[config.mk]
export PLATFORM = sky130hd
export DESIGN_NAME = preset_register_bank
export DESIGN_NICKNAME = d
export VERILOG_FILES = /design/src/rtl/preset_register_bank.sv
export SDC_FILE = /design/constraint.sdc
export NUM_CORES = 1
export LEC_CHECK = 0
export CORE_UTILIZATION = 27
export CTS_BUF_LIST = sky130_fd_sc_hd__clkbuf_2
export DETAILED_ROUTE_END_ITERATION = 6
export GPL_TIMING_DRIVEN = 0
export PLACE_DENSITY_LB_ADDON = 0.3
export SYNTH_ARGS = -nofsm -noshare
export SYNTH_HDL_FRONTEND = slang
export SYNTH_SLANG_ARGS = --single-unit
[constraint.sdc]
create_clock -name clk -period 5.3 [get_ports clk]
set_clock_uncertainty 0.15 [all_clocks]
set_input_delay 1.06 -clock clk [delete_from_list [all_inputs] [get_ports clk]]
set_output_delay 1.06 -clock clk [all_outputs]
set_load 0.03 [all_outputs]
[src/rtl/preset_register_bank.sv]
// Register bank with per-entry elaboration-time presets, one write port, one registered read port
// and a one-entry-per-cycle restore sequencer. Optional macro WRITE_LOCK_EN adds the writeLock input.
module preset_register_bank #(
  parameter int unsigned DATAWIDTH = 8,
  parameter int unsigned DEPTH     = 4,
  parameter int unsigned ADDRWIDTH = 2,
  parameter int unsigned INITREG   = 5,
  parameter int unsigned INITSTEP  = 0
) (
  input  logic                 clk,
  input  logic                 lowRst,
  input  logic                 wrEn,
  input  logic [ADDRWIDTH-1:0] wrAddr,
  input  logic [DATAWIDTH-1:0] wrData,
  input  logic [ADDRWIDTH-1:0] rdAddr,
  output logic [DATAWIDTH-1:0] rdData,
  input  logic                 restoreReq,
`ifdef WRITE_LOCK_EN
  input  logic                 writeLock,
`endif
  output logic                 busy,
  output logic                 done,
  output logic                 wrErr
);

  typedef enum logic {
    S_IDLE    = 1'b0,
    S_RESTORE = 1'b1
  } state_t;

  state_t                 r_state;
  logic [ADDRWIDTH-1:0]   r_ptr;
  logic                   w_restoring;
  logic                   w_lock;
  logic                   w_wr_in_range;
  logic                   w_wr_ok;
  logic [DATAWIDTH-1:0]   w_rd_sel;
  logic [DATAWIDTH-1:0]   w_regs [DEPTH];

  // Preset value of entry idx, wrapped to the register width; evaluated only as a constant.
  function automatic logic [DATAWIDTH-1:0] preset_f(input int unsigned idx);
    logic [63:0] v;
    v = 64'(INITREG) + 64'(idx) * 64'(INITSTEP);
    return DATAWIDTH'(v);
  endfunction

`ifdef WRITE_LOCK_EN
  assign w_lock = writeLock;
`else
  assign w_lock = 1'b0;
`endif

  assign w_restoring   = (r_state == S_RESTORE);
  assign w_wr_in_range = (32'(wrAddr) < DEPTH);
  assign w_wr_ok       = wrEn && !w_restoring && w_wr_in_range && !w_lock;

  // One register per entry so each carries its own constant reset/restore value.
  for (genvar g = 0; g < DEPTH; g++) begin : g_entry
    localparam logic [DATAWIDTH-1:0] PRESET = preset_f(g);
    logic [DATAWIDTH-1:0] r_q;

    always_ff @(posedge clk or negedge lowRst) begin
      if (!lowRst) begin
        r_q <= PRESET;
      end else if (w_restoring && (r_ptr == ADDRWIDTH'(g))) begin
        r_q <= PRESET;
      end else if (w_wr_ok && (wrAddr == ADDRWIDTH'(g))) begin
        r_q <= wrData;
      end
    end

    assign w_regs[g] = r_q;
  end

  // Unmapped read addresses fall through to zero.
  always_comb begin
    w_rd_sel = '0;
    for (int i = 0; i < DEPTH; i++) begin
      if (rdAddr == ADDRWIDTH'(i)) begin
        w_rd_sel = w_regs[i];
      end
    end
  end

  always_ff @(posedge clk or negedge lowRst) begin
    if (!lowRst) begin
      rdData <= '0;
      wrErr  <= 1'b0;
    end else begin
      rdData <= w_rd_sel;
      wrErr  <= wrEn && !w_wr_ok;
    end
  end

  // Restore sequencer: walks the pointer over every entry, then pulses done.
  always_ff @(posedge clk or negedge lowRst) begin
    if (!lowRst) begin
      r_state <= S_IDLE;
      r_ptr   <= '0;
      busy    <= 1'b0;
      done    <= 1'b0;
    end else begin
      done <= 1'b0;
      case (r_state)
        S_IDLE: begin
          if (restoreReq) begin
            r_state <= S_RESTORE;
            r_ptr   <= '0;
            busy    <= 1'b1;
          end
        end
        S_RESTORE: begin
          if (r_ptr == ADDRWIDTH'(DEPTH - 1)) begin
            r_state <= S_IDLE;
            r_ptr   <= '0;
            busy    <= 1'b0;
            done    <= 1'b1;
          end else begin
            r_ptr <= r_ptr + ADDRWIDTH'(1);
          end
        end
        default: begin
          r_state <= S_IDLE;
          r_ptr   <= '0;
          busy    <= 1'b0;
        end
      endcase
    end
  end

endmodule
==> summary.txt, run 1 <==
Global routing
  • Total Routing Usage GR: 12.3%
  • Antenna violations before repair: 0
  • First-pass GRT wire length: 7710 microns
  • GRT Residual Overflow: 0
  • Pin count of the biggest net entering global routing: 33
  • Number of global-route vias before repair: 1428

Timing
  • Highest clock frequency the design can meet: 369 MHz
  • Final setup violating endpoints: 0
  • Setup TNS: 0 ns
  • Transition time at the pin with the least slew margin: 0.570 ns
  • RSZ-0062 raised after global routing: false
  • Headroom to the max-slew limit: between 60% and 70%
  • Final worst path period share: between 50% and 60%
  • Worst setup slack after layout: 2.59 ns
  • Pins Over Slew Limit: 0
  • Final min period: between 2 and 3 ns
  • Final Hold Viols: 0

Drt
  • Number of nets with antenna violations after routing: 0
  • Total detailed-routing wirelength: 4550 microns
  • Highest layer used for signal routing: met4
  • Met1 layer wirelength in the final routing: 2200 microns
  • Number of detailed-route iterations in the first pass: 3
  • Violation count after the first detailed-route iteration: 68
  • Number of vias per cell after detailed routing: 4.59
  • Vias after detailed routing: 1317
  • Residual DRC: 0
  • Met2 routed WL: 2170 microns
  • Met3 routed wirelength: 147 microns
  • Routed len/inst: 15.9 microns

Yosys
  • Ys flop type: sky130_fd_sc_hd__dfrtp_1
  • Number of flip-flops and latches in the synthesized netlist: 46
  • Cell area after technology mapping: 2150 sq um
  • Async S/R FF share, synth: 100%
  • Top post-synthesis cells by area: sky130_fd_sc_hd__dfrtp_1, sky130_fd_sc_hd__dfstp_2, sky130_fd_sc_hd__mux2_2
  • Net count after synthesis: 172
  • Library cell with the largest summed area after synthesis: sky130_fd_sc_hd__dfrtp_1
  • Number of synthesis warnings: 0
  • Most frequent cell after synthesis: sky130_fd_sc_hd__dfrtp_1
  • Area fraction of the dominant cell type after synthesis: 44.1%
  • Count of cell types in the netlist: 24
  • Leading cell types by count after synthesis: sky130_fd_sc_hd__dfrtp_1, sky130_fd_sc_hd__a21boi_0, sky130_fd_sc_hd__mux2_2
  • Instance count of the mapped netlist: 152
  • Proportion of synthesized chip area in sequential cells: 53.9%
  • Synth Area per Inst: 14.2 sq um
  • Number of synthesized flops with an enable pin: 0

Placement
  • HPWL Detailed: 3020 microns
  • Dpl ws: 2.45 ns
  • Number of placed instances with taps included: 279
  • Number of input and output port buffers inserted: 24
  • Final estimated routing congestion in global placement: 0.707

Setup path
  • Family of cells with the greatest summed delay on the critical path: buffers and inverters
  • Crit path kind: reg2out
  • CP Data Required Time: 4.09 ns
  • CP Buf/Inv Count: 1
  • Worst endpoint data arrival time: 1.50 ns
  • Maximum fanout encountered on the critical timing path: 3
  • Number of cell instances on the worst register-to-register path: 4
  • Cells traversed along the worst timing path: clkdlybuf4s50_1
  • Register-to-Register Setup Slack: 3.49 ns
  • RR Startpoint: r_state$_DFF_PN0_
  • Endpoint type of the worst setup path: output pin
  • Terminus of the critical flop-to-flop path: g_entry[2].r_q[2]$_DFFE_PN1P_
  • Peak per-stage delay on the critical path: 0.68 ns
  • Crit start category: flop
  • CP max-delay cell: sky130_fd_sc_hd__clkdlybuf4s50_1

Floorplan
  • Overall die width: roughly 91 microns
  • Floorplan die height: 91.3 microns
  • Core region area: 7730 sq um
  • Row cnt: 32
  • Total die area: 8340 sq um
  • Top-level port count: 27
  • Starting density of the core: 27.9%

CTS
  • Clock buffer count from CTS: 5
  • Root Driver: sky130_fd_sc_hd__clkbuf_2
  • TritonCTS clock tree: built
  • Clock input transition at the sequential cells of the worst setup and hold paths: between 0.2 and 0.25 ns
  • CTS Buffer Depth: 2
  • Post-CTS resize count: 0
  • Post-CTS Hold Fix Bufs: 0
  • Number of buffers inserted by post-CTS setup repair: 0
  • Clock latency on the worst-skew pair: between 0.4 and 0.5 ns
  • Clock sink total: 46
  • H-tree depth: 2

Cells and area
  • Number of fillers in the final layout: roughly 770
  • Utilization after layout: between 30% and 40%
  • Area growth syn-to-layout: 19.6%
  • Final Net Count: ~200
  • Non-filler cells in the finished layout: 287
  • Share of final-layout standard cells stronger than drive strength 1: 29.2%
  • Number of diodes added for antenna fixing: 0

Worst hold path
  • Worst min path class: in2async

Pwr
  • Relative contribution of the clock network to total power: 12.1%
  • Internal cell power: 0.786 mW
  • Net switching power figure: 0.435 mW
  • Proportion of power drawn by flip-flops and latches: 46.2%
  • Cell area power density: about 470 nW/um^2
  • Comb pwr share: a little over two fifths
  • Net switching fraction of the power: 35.6%
  • Worst IR drop on VDD: 0.000219 V
  • P_leak: 1.17 nW
  • Overall power after layout: 1.22 mW

Outcome
  • Run status: finished clean

Flow run
  • Number of max-capacitance violations reported: 0
cell type report:
class / instances / area [sq um] / area share (%)
Multi-Input combinational cell: 90 / 922 / 35.8
Tap cell: 102 / 128 / 4.95
Inverter: 6 / 22.5 / 0.874
Buffer: 10 / 48.8 / 1.89
Sequential cell: 46 / 1160 / 45.0
Clock buffer: 8 / 40.0 / 1.55
Timing Repair Buffer: 25 / 255 / 9.90
worst max path at each step:
stage	start	to	cells past startpoint
after floorplan	wrAddr[1]	g_entry[0].r_q[1]$_DFFE_PN0P_	3
after global placement	lowRst	g_entry[2].r_q[7]$_DFFE_PN0P_	1
after detailed placement	wrEn	g_entry[3].r_q[1]$_DFFE_PN0P_	3
after CTS	busy$_DFFE_PN0P_	busy	1
after global routing	busy$_DFFE_PN0P_	busy	1
final	busy$_DFFE_PN0P_	busy	1
flip-flops by register name, indices dropped and copies added, names as in the netlist:
signal       cells
busy             1
done             1
g_entry.r_q     32
r_ptr            2
r_state          1
rdData           8
wrErr            1
routing by layer:
layer	GRT usage, %	vias up
met4	3.31	0
met2	19.8	22
met5	0	-
met1	16.5	672
met3	3.27	4
li1	-	619
logic make-up (layout without fill, tap and decap cells):
logic type | after synthesis | after routing | share of synthesized area (%)
AO/OA/AOI/OAI | 36 | 36 | 11.4
adder cells (fa/ha/maj) | 4 | 4 | 2.32
buffers and inverters | 16 | 49 | 3.31
flip-flops | 46 | 46 | 53.9
multiplexers | 40 | 40 | 25.7
AND/OR/NAND/NOR | 10 | 10 | 3.43
through the flow:
| step | area, sq um | hold slack [ns] |
|---|---|---|
| floorplan | 2150 | 0.368 |
| detailed placement | 2540 | 0.398 |
| global placement | 2520 | 0.388 |
| global route | 2580 | 0.351 |
| finish | 2580 | 0.362 |
| CTS | 2580 | 0.346 |
placed cells by master, fill, tap and decap left out:
master / count
sky130_fd_sc_hd__a21boi_0: 24
sky130_fd_sc_hd__a21oi_1: 8
sky130_fd_sc_hd__and2_1: 2
sky130_fd_sc_hd__buf_1: 1
sky130_fd_sc_hd__buf_12: 1
sky130_fd_sc_hd__buf_2: 4
sky130_fd_sc_hd__buf_6: 1
sky130_fd_sc_hd__clkbuf_1: 5
sky130_fd_sc_hd__clkbuf_2: 8
sky130_fd_sc_hd__clkdlybuf4s50_1: 23
sky130_fd_sc_hd__dfrtp_1: 38
sky130_fd_sc_hd__dfstp_2: 8
sky130_fd_sc_hd__ha_1: 4
sky130_fd_sc_hd__inv_1: 6
sky130_fd_sc_hd__mux2_2: 18
sky130_fd_sc_hd__mux2_4: 6
sky130_fd_sc_hd__mux2i_1: 8
sky130_fd_sc_hd__mux4_2: 8
sky130_fd_sc_hd__nand2_1: 1
sky130_fd_sc_hd__nand2b_1: 2
sky130_fd_sc_hd__nand4b_1: 1
sky130_fd_sc_hd__nand4bb_1: 2
sky130_fd_sc_hd__nor2_1: 1
sky130_fd_sc_hd__o21ai_0: 1
sky130_fd_sc_hd__o22ai_1: 2
sky130_fd_sc_hd__o31ai_1: 1
sky130_fd_sc_hd__or4b_1: 1
power groups by stage:
stage | registers, mW | clock network (mW) | logic, mW
after detailed placement | 0.573 | 0 | 0.513
after global routing | 0.586 | 0.166 | 0.555
after floorplan | 0.627 | 0 | 0.277
after CTS | 0.565 | 0.156 | 0.515
final | 0.564 | 0.148 | 0.509
after global placement | 0.572 | 0 | 0.507
No activity file was read; power rests on OpenSTA's default activity.
==> run 2, diff against run 1 <==
clock period = 2.7 ns   (was 5.3 ns; I/O delays follow)
==> run 2 against run 1 <==
  * Final cell count rose by 0.35%
  * Global-route usage did not move
  * Non-clock buffer count rose by 1
  * Cell area rose by 0.39%
  * Count of clock-buffer cells in the layout did not move
  * Sequential share of layout area fell by 0.17 points
==> summary.txt, run 2 (same netlist as run 1, synthesis figures left out) <==
Outcome
  • Run status: finished clean

Setup path
  • Crit start category: flop
  • Number of cell instances on the worst register-to-register path: 4
  • CP max-delay cell: sky130_fd_sc_hd__clkdlybuf4s50_1
  • CP Data Required Time: 2.01 ns
  • Crit path kind: reg2out
  • Maximum fanout encountered on the critical timing path: 3
  • Endpoint type of the worst setup path: output pin
  • Peak per-stage delay on the critical path: 0.68 ns
  • CP Buf/Inv Count: 1
  • Cells traversed along the worst timing path: clkdlybuf4s50_1
  • Critical path depth in cells: 1
  • Worst endpoint data arrival time: 1.50 ns
  • Family of cells with the greatest summed delay on the critical path: buffers and inverters

Global routing
  • GRT Residual Overflow: 0
  • Antenna violations before repair: 0
  • Layer with the highest usage after global routing: met2
  • Pin count of the biggest net entering global routing: 33
  • Total Routing Usage GR: 12.3%
  • GRT met1 Usage: 16.5%
  • GR met2 Demand/Resource: 19.8%
  • First-pass GRT wire length: between 7000 and 8000 microns
  • Number of global-route vias before repair: ~1400
  • Global routing met3 resource utilization: roughly 3.3%

Cells and area
  • Number of diodes added for antenna fixing: 0
  • Non-filler cells in the finished layout: 288
  • Area growth syn-to-layout: 20.1%
  • Multi-input combinational cell area: 922 sq um
  • Most frequent cells in the layout: sky130_fd_sc_hd__dfrtp_1, sky130_fd_sc_hd__a21boi_0, sky130_fd_sc_hd__clkdlybuf4s50_1
  • Final Net Count: about 210
  • Most common cell after layout, fill and taps aside: sky130_fd_sc_hd__dfrtp_1
  • Combined flip-flop and latch cell area: 1160 sq um
  • Number of fillers in the final layout: 765
  • Registers with the most flip-flops: g_entry.r_q (32), rdData (8), r_ptr (2)
  • Flip-flop count of the largest register after layout: 32
  • Register containing the most flip-flops in the final layout: g_entry.r_q
  • Share of final-layout standard cells stronger than drive strength 1: 29.0%

Timing
  • Final worst path period share: 81.0%
  • Worst setup slack after layout: 0.512 ns
  • RSZ-0062 raised after global routing: false
  • Transition time at the pin with the least slew margin: 0.573 ns
  • Headroom to the max-slew limit: just over 60%
  • Final min period: 2.19 ns
  • Highest clock frequency the design can meet: roughly 460 MHz
  • Setup TNS: 0 ns
  • Final Hold Viols: 0
  • Pins Over Slew Limit: 0
  • Final setup violating endpoints: 0

Flow run
  • Number of max-capacitance violations reported: 0

CTS
  • H-tree depth: 2
  • Post-CTS resize count: 0
  • CTS Buffer Depth: 2
  • Root Driver: sky130_fd_sc_hd__clkbuf_2
  • Clock sink total: 46
  • Clock buffer count from CTS: 5
  • Clock input transition at the sequential cells of the worst setup and hold paths: around 0.24 ns
  • TritonCTS clock tree: built
  • Clock latency on the worst-skew pair: 0.41 ns

Worst hold path
  • Worst min path class: in2async

Floorplan
  • Overall die width: between 90 and 100 microns
  • Floorplan die height: a little over 90 microns
  • Core region area: just under 8000 sq um
  • Total die area: ~8300 sq um
  • Top-level port count: 27
  • Row cnt: 32
  • Starting density of the core: 27.9%

Pwr
  • Cell area power density: 926 nW/um^2
  • Net switching fraction of the power: 35.6%
  • Overall power after layout: 2.40 mW
  • P_leak: between 1 and 1.5 nW
  • Proportion of power drawn by flip-flops and latches: 46.2%
  • Internal cell power: between 1.5 and 2 mW
  • Worst IR drop on VDD: 0.000431 V
  • Comb pwr share: a little over two fifths
  • Relative contribution of the clock network to total power: 12.2%
  • Net switching power figure: 0.854 mW

Placement
  • Dpl ws: 0.366 ns
  • Number of input and output port buffers inserted: 24
  • Number of placed instances with taps included: 279
  • HPWL Detailed: between 3000 and 4000 microns
  • Final estimated routing congestion in global placement: 0.707

Drt
  • Vias after detailed routing: 1322
  • Total detailed-routing wirelength: 4550 microns
  • Number of nets with antenna violations after routing: 0
  • Number of detailed-route iterations in the first pass: 4
  • Residual DRC: 0
  • Routed len/inst: 15.8 microns
  • Violation count after the first detailed-route iteration: 60
  • Number of vias per cell after detailed routing: ~4.6
==> run 2: cell types whose count changed in the layout (fill, tap and decap cells not counted), sizes merged <==
cell / change
dlygate4sd3: +1
==> run 2: per-stage QoR <==
stage	hold WS [ns]	util (%)	area (sq um)
floorplan	0.0944	-	2150
global placement	0.388	32.6	2520
detailed placement	0.330	32.8	2540
CTS	0.380	33.5	2590
global route	0.397	33.5	2590
finish	0.394	33.5	2590
==> run 2: what timing repair did <==
item	CTS	global route
hold endpoints to repair	10	0
hold buffers	1	0
buffers inserted	0	0
==> run 2: area by class of cell <==
cell class	count	share of cell area, %
Sequential cell	46	44.9
Tap cell	102	4.93
Clock buffer	8	1.55
Inverter	6	0.870
Buffer	10	1.89
Multi-Input combinational cell	90	35.6
Timing Repair Buffer	26	10.3
==> run 2: worst paths after layout <==
| path | from | to | slack (ns) |
|---|---|---|---|
| max | busy$_DFFE_PN0P_ | busy | 0.51 |
| min | lowRst | g_entry[1].r_q[1]$_DFFE_PN0P_ | 0.39 |
| max reg2reg | r_state$_DFF_PN0_ | g_entry[2].r_q[2]$_DFFE_PN1P_ | 0.89 |
| min reg2reg | g_entry[3].r_q[2]$_DFFE_PN1P_ | g_entry[3].r_q[2]$_DFFE_PN1P_ | 0.42 |
| max in group asynchronous | lowRst | g_entry[1].r_q[0]$_DFFE_PN1P_ | 1.42 |
| min in group clk | g_entry[3].r_q[2]$_DFFE_PN1P_ | g_entry[3].r_q[2]$_DFFE_PN1P_ | 0.42 |
==> run 2: layer usage <==
metal / up-vias / part of all wire, %
li1: 621 / -
met1: 675 / 48
met2: 22 / 48
met3: 4 / 3.4
met4: 0 / 0.66
met5: - / 0
==> run 2: power groups by stage <==
stage                     Sequential, mW  Combinational, mW  Clock [mW]
after CTS                           1.11               1.01       0.306
after detailed placement            1.12               1.01           0
final                               1.11              0.999       0.291
after global routing                1.15               1.09       0.325
after floorplan                     1.23              0.543           0
after global placement              1.12              0.996           0
==> run 3, diff against run 2 <==
clock period = 1.8 ns   (was 2.7 ns; I/O delays follow)
==> run 3 against run 2 <==
  * Critical path depth up 2
  * Die area unchanged
  * Sequential share of layout area shrank 0.060 points
  * First-iteration DRC count down 1.7%
  * Critical endpoint is now g_entry[0].r_q[7]$_DFFE_PN0P_
==> summary.txt, run 3 (same netlist as run 1, synthesis figures left out) <==
Drt
  • Vias after detailed routing: 1329
  • Number of detailed-route iterations in the first pass: 4
  • Residual DRC: 0
  • Met2 routed WL: 2160 microns
  • Met3 routed wirelength: 156 microns
  • Number of nets with antenna violations after routing: 0
  • Met1 layer wirelength in the final routing: ~2200 microns
  • Highest layer used for signal routing: met4
  • Violation count after the first detailed-route iteration: 59
  • Routed len/inst: 15.6 microns
  • Total detailed-routing wirelength: 4540 microns
  • Number of vias per cell after detailed routing: 4.58

Floorplan
  • Overall die width: 91.3 microns
  • Row cnt: 32
  • Floorplan die height: 91.3 microns
  • Starting density of the core: 27.9%
  • Top-level port count: 27
  • Core region area: 7730 sq um
  • Total die area: 8340 sq um

Timing
  • Worst setup slack after layout: between 0.03 and 0.04 ns
  • Final setup violating endpoints: 0
  • Headroom to the max-slew limit: 63.5%
  • Highest clock frequency the design can meet: 566 MHz
  • Transition time at the pin with the least slew margin: between 0.5 and 0.6 ns
  • Final worst path period share: a little over nine tenths
  • Pins Over Slew Limit: 0
  • RSZ-0062 raised after global routing: false
  • Final Hold Viols: 0
  • Final min period: around 1.8 ns

Global routing
  • GRT Residual Overflow: 0
  • Number of global-route vias before repair: 1430
  • Pin count of the biggest net entering global routing: 33
  • Antenna violations before repair: 0
  • First-pass GRT wire length: 7730 microns
  • Total Routing Usage GR: 12.3%

Pwr
  • Relative contribution of the clock network to total power: 12.3%
  • P_leak: 1.22 nW
  • Proportion of power drawn by flip-flops and latches: 47.0%
  • Internal cell power: approximately 2.3 mW
  • Cell area power density: 1360 nW/um^2
  • Comb pwr share: 40.7%
  • Net switching power figure: 1.28 mW
  • Overall power after layout: 3.53 mW
  • Worst IR drop on VDD: between 0.0006 and 0.0007 V
  • Net switching fraction of the power: 36.1%

Cells and area
  • Flip-flop count of the largest register after layout: 32
  • Register containing the most flip-flops in the final layout: g_entry.r_q
  • Most common cell after layout, fill and taps aside: sky130_fd_sc_hd__dfrtp_1
  • Final Net Count: approximately 210
  • Registers with the most flip-flops: g_entry.r_q (32), rdData (8), r_ptr (2)
  • Number of diodes added for antenna fixing: 0
  • Utilization after layout: 33.6%
  • Share of final-layout standard cells stronger than drive strength 1: 31.4%
  • Non-filler cells in the finished layout: between 200 and 300
  • Area growth syn-to-layout: 20.4%
  • Most frequent cells in the layout: sky130_fd_sc_hd__dfrtp_1, sky130_fd_sc_hd__a21boi_0, sky130_fd_sc_hd__mux2_2

CTS
  • H-tree depth: 2
  • CTS Buffer Depth: 2
  • Clock latency on the worst-skew pair: 0.40 ns
  • TritonCTS clock tree: built
  • Root Driver: sky130_fd_sc_hd__clkbuf_2
  • Clock input transition at the sequential cells of the worst setup and hold paths: between 0.2 and 0.25 ns
  • Clock buffer count from CTS: 5
  • Clock sink total: between 40 and 50

Setup path
  • CP max-delay cell: sky130_fd_sc_hd__or4b_1
  • Number of cell instances on the worst register-to-register path: 3
  • Endpoint type of the worst setup path: flop
  • CP Data Required Time: about 1.9 ns
  • Cells traversed along the worst timing path: or4b_1 > buf_6 > mux2_4
  • Maximum fanout encountered on the critical timing path: 8
  • Crit start category: flop
  • Worst endpoint data arrival time: 1.91 ns
  • Crit path kind: reg2reg
  • Peak per-stage delay on the critical path: 0.55 ns

Placement
  • Number of placed instances with taps included: between 200 and 300
  • Final estimated routing congestion in global placement: 0.707
  • Dpl ws: -0.354 ns
  • HPWL Detailed: 3020 microns
  • Number of input and output port buffers inserted: 24

Flow run
  • Number of max-capacitance violations reported: 0

Outcome
  • Run status: finished clean

Worst hold path
  • Worst min path class: in2async
-- run 3: final cells by class --
cell class | count | area [sq um]
Inverter | 6 | 22.5
Multi-Input combinational cell | 90 | 922
Buffer | 10 | 51.3
Tap cell | 102 | 128
Clock buffer | 8 | 40.0
Timing Repair Buffer | 28 | 268
Sequential cell | 46 | 1160
Fill cell | 773 | 5130
-- run 3: layer usage --
layer | up-vias | track usage [%]
met3 | 5 | 3.27
met4 | 0 | 3.31
met1 | 676 | 16.5
met5 | - | 0
met2 | 21 | 19.8
li1 | 627 | -
-- run 3: power groups by stage --
stage               sequential [mW]  combinational (mW)  clock (mW)
global route                   1.72                1.57       0.488
CTS                            1.66                1.45       0.460
finish                         1.66                1.44       0.435
detailed placement             1.69                1.51           0
global placement               1.69                1.49           0
floorplan                      1.85               0.815           0
-- run 3: worst paths after layout --
check                                                end  slack (ns)                           from
setup / recovery           g_entry[0].r_q[7]$_DFFE_PN0P_        0.03              r_state$_DFF_PN0_
hold / removal             g_entry[1].r_q[1]$_DFFE_PN0P_        0.22                         lowRst
setup reg to reg           g_entry[0].r_q[7]$_DFFE_PN0P_        0.03              r_state$_DFF_PN0_
hold reg to reg            g_entry[3].r_q[2]$_DFFE_PN1P_        0.41  g_entry[3].r_q[2]$_DFFE_PN1P_
max in group asynchronous  g_entry[1].r_q[0]$_DFFE_PN1P_        0.69                         lowRst
min in group clk                     rdData[1]$_DFF_PN0_        0.37                      rdAddr[1]
-- run 3: timing repair --
action / 4_1_cts / 5_1_grt
hold buffers: 1 / 0
buffers inserted: 0 / 2
pin swaps: 0 / 0
gates resized for setup: 12 / 4
setup endpoints to repair: 13 / 10
endpoints found under the hold margin: 21 / 0
-- run 3: critical path, delay by kind of cell, from the launching register on --
kind,cells,cell delay (ns)
flip-flops,1,0.50
buffers and inverters,1,0.18
multiplexers,1,0.30
AND/OR/NAND/NOR,1,0.55
-- run 3: per-stage QoR --
step | hold slack [ns] | TNS [ns] | area, sq um
2_1_floorplan | -0.0856 | 0 | 2150
3_3_place_gp | 0.388 | -55.04 | 2520
3_5_place_dp | 0.150 | -6.40 | 2540
4_1_cts | 0.200 | 0 | 2570
5_1_grt | 0.217 | 0 | 2590
6_report | 0.220 | 0 | 2590
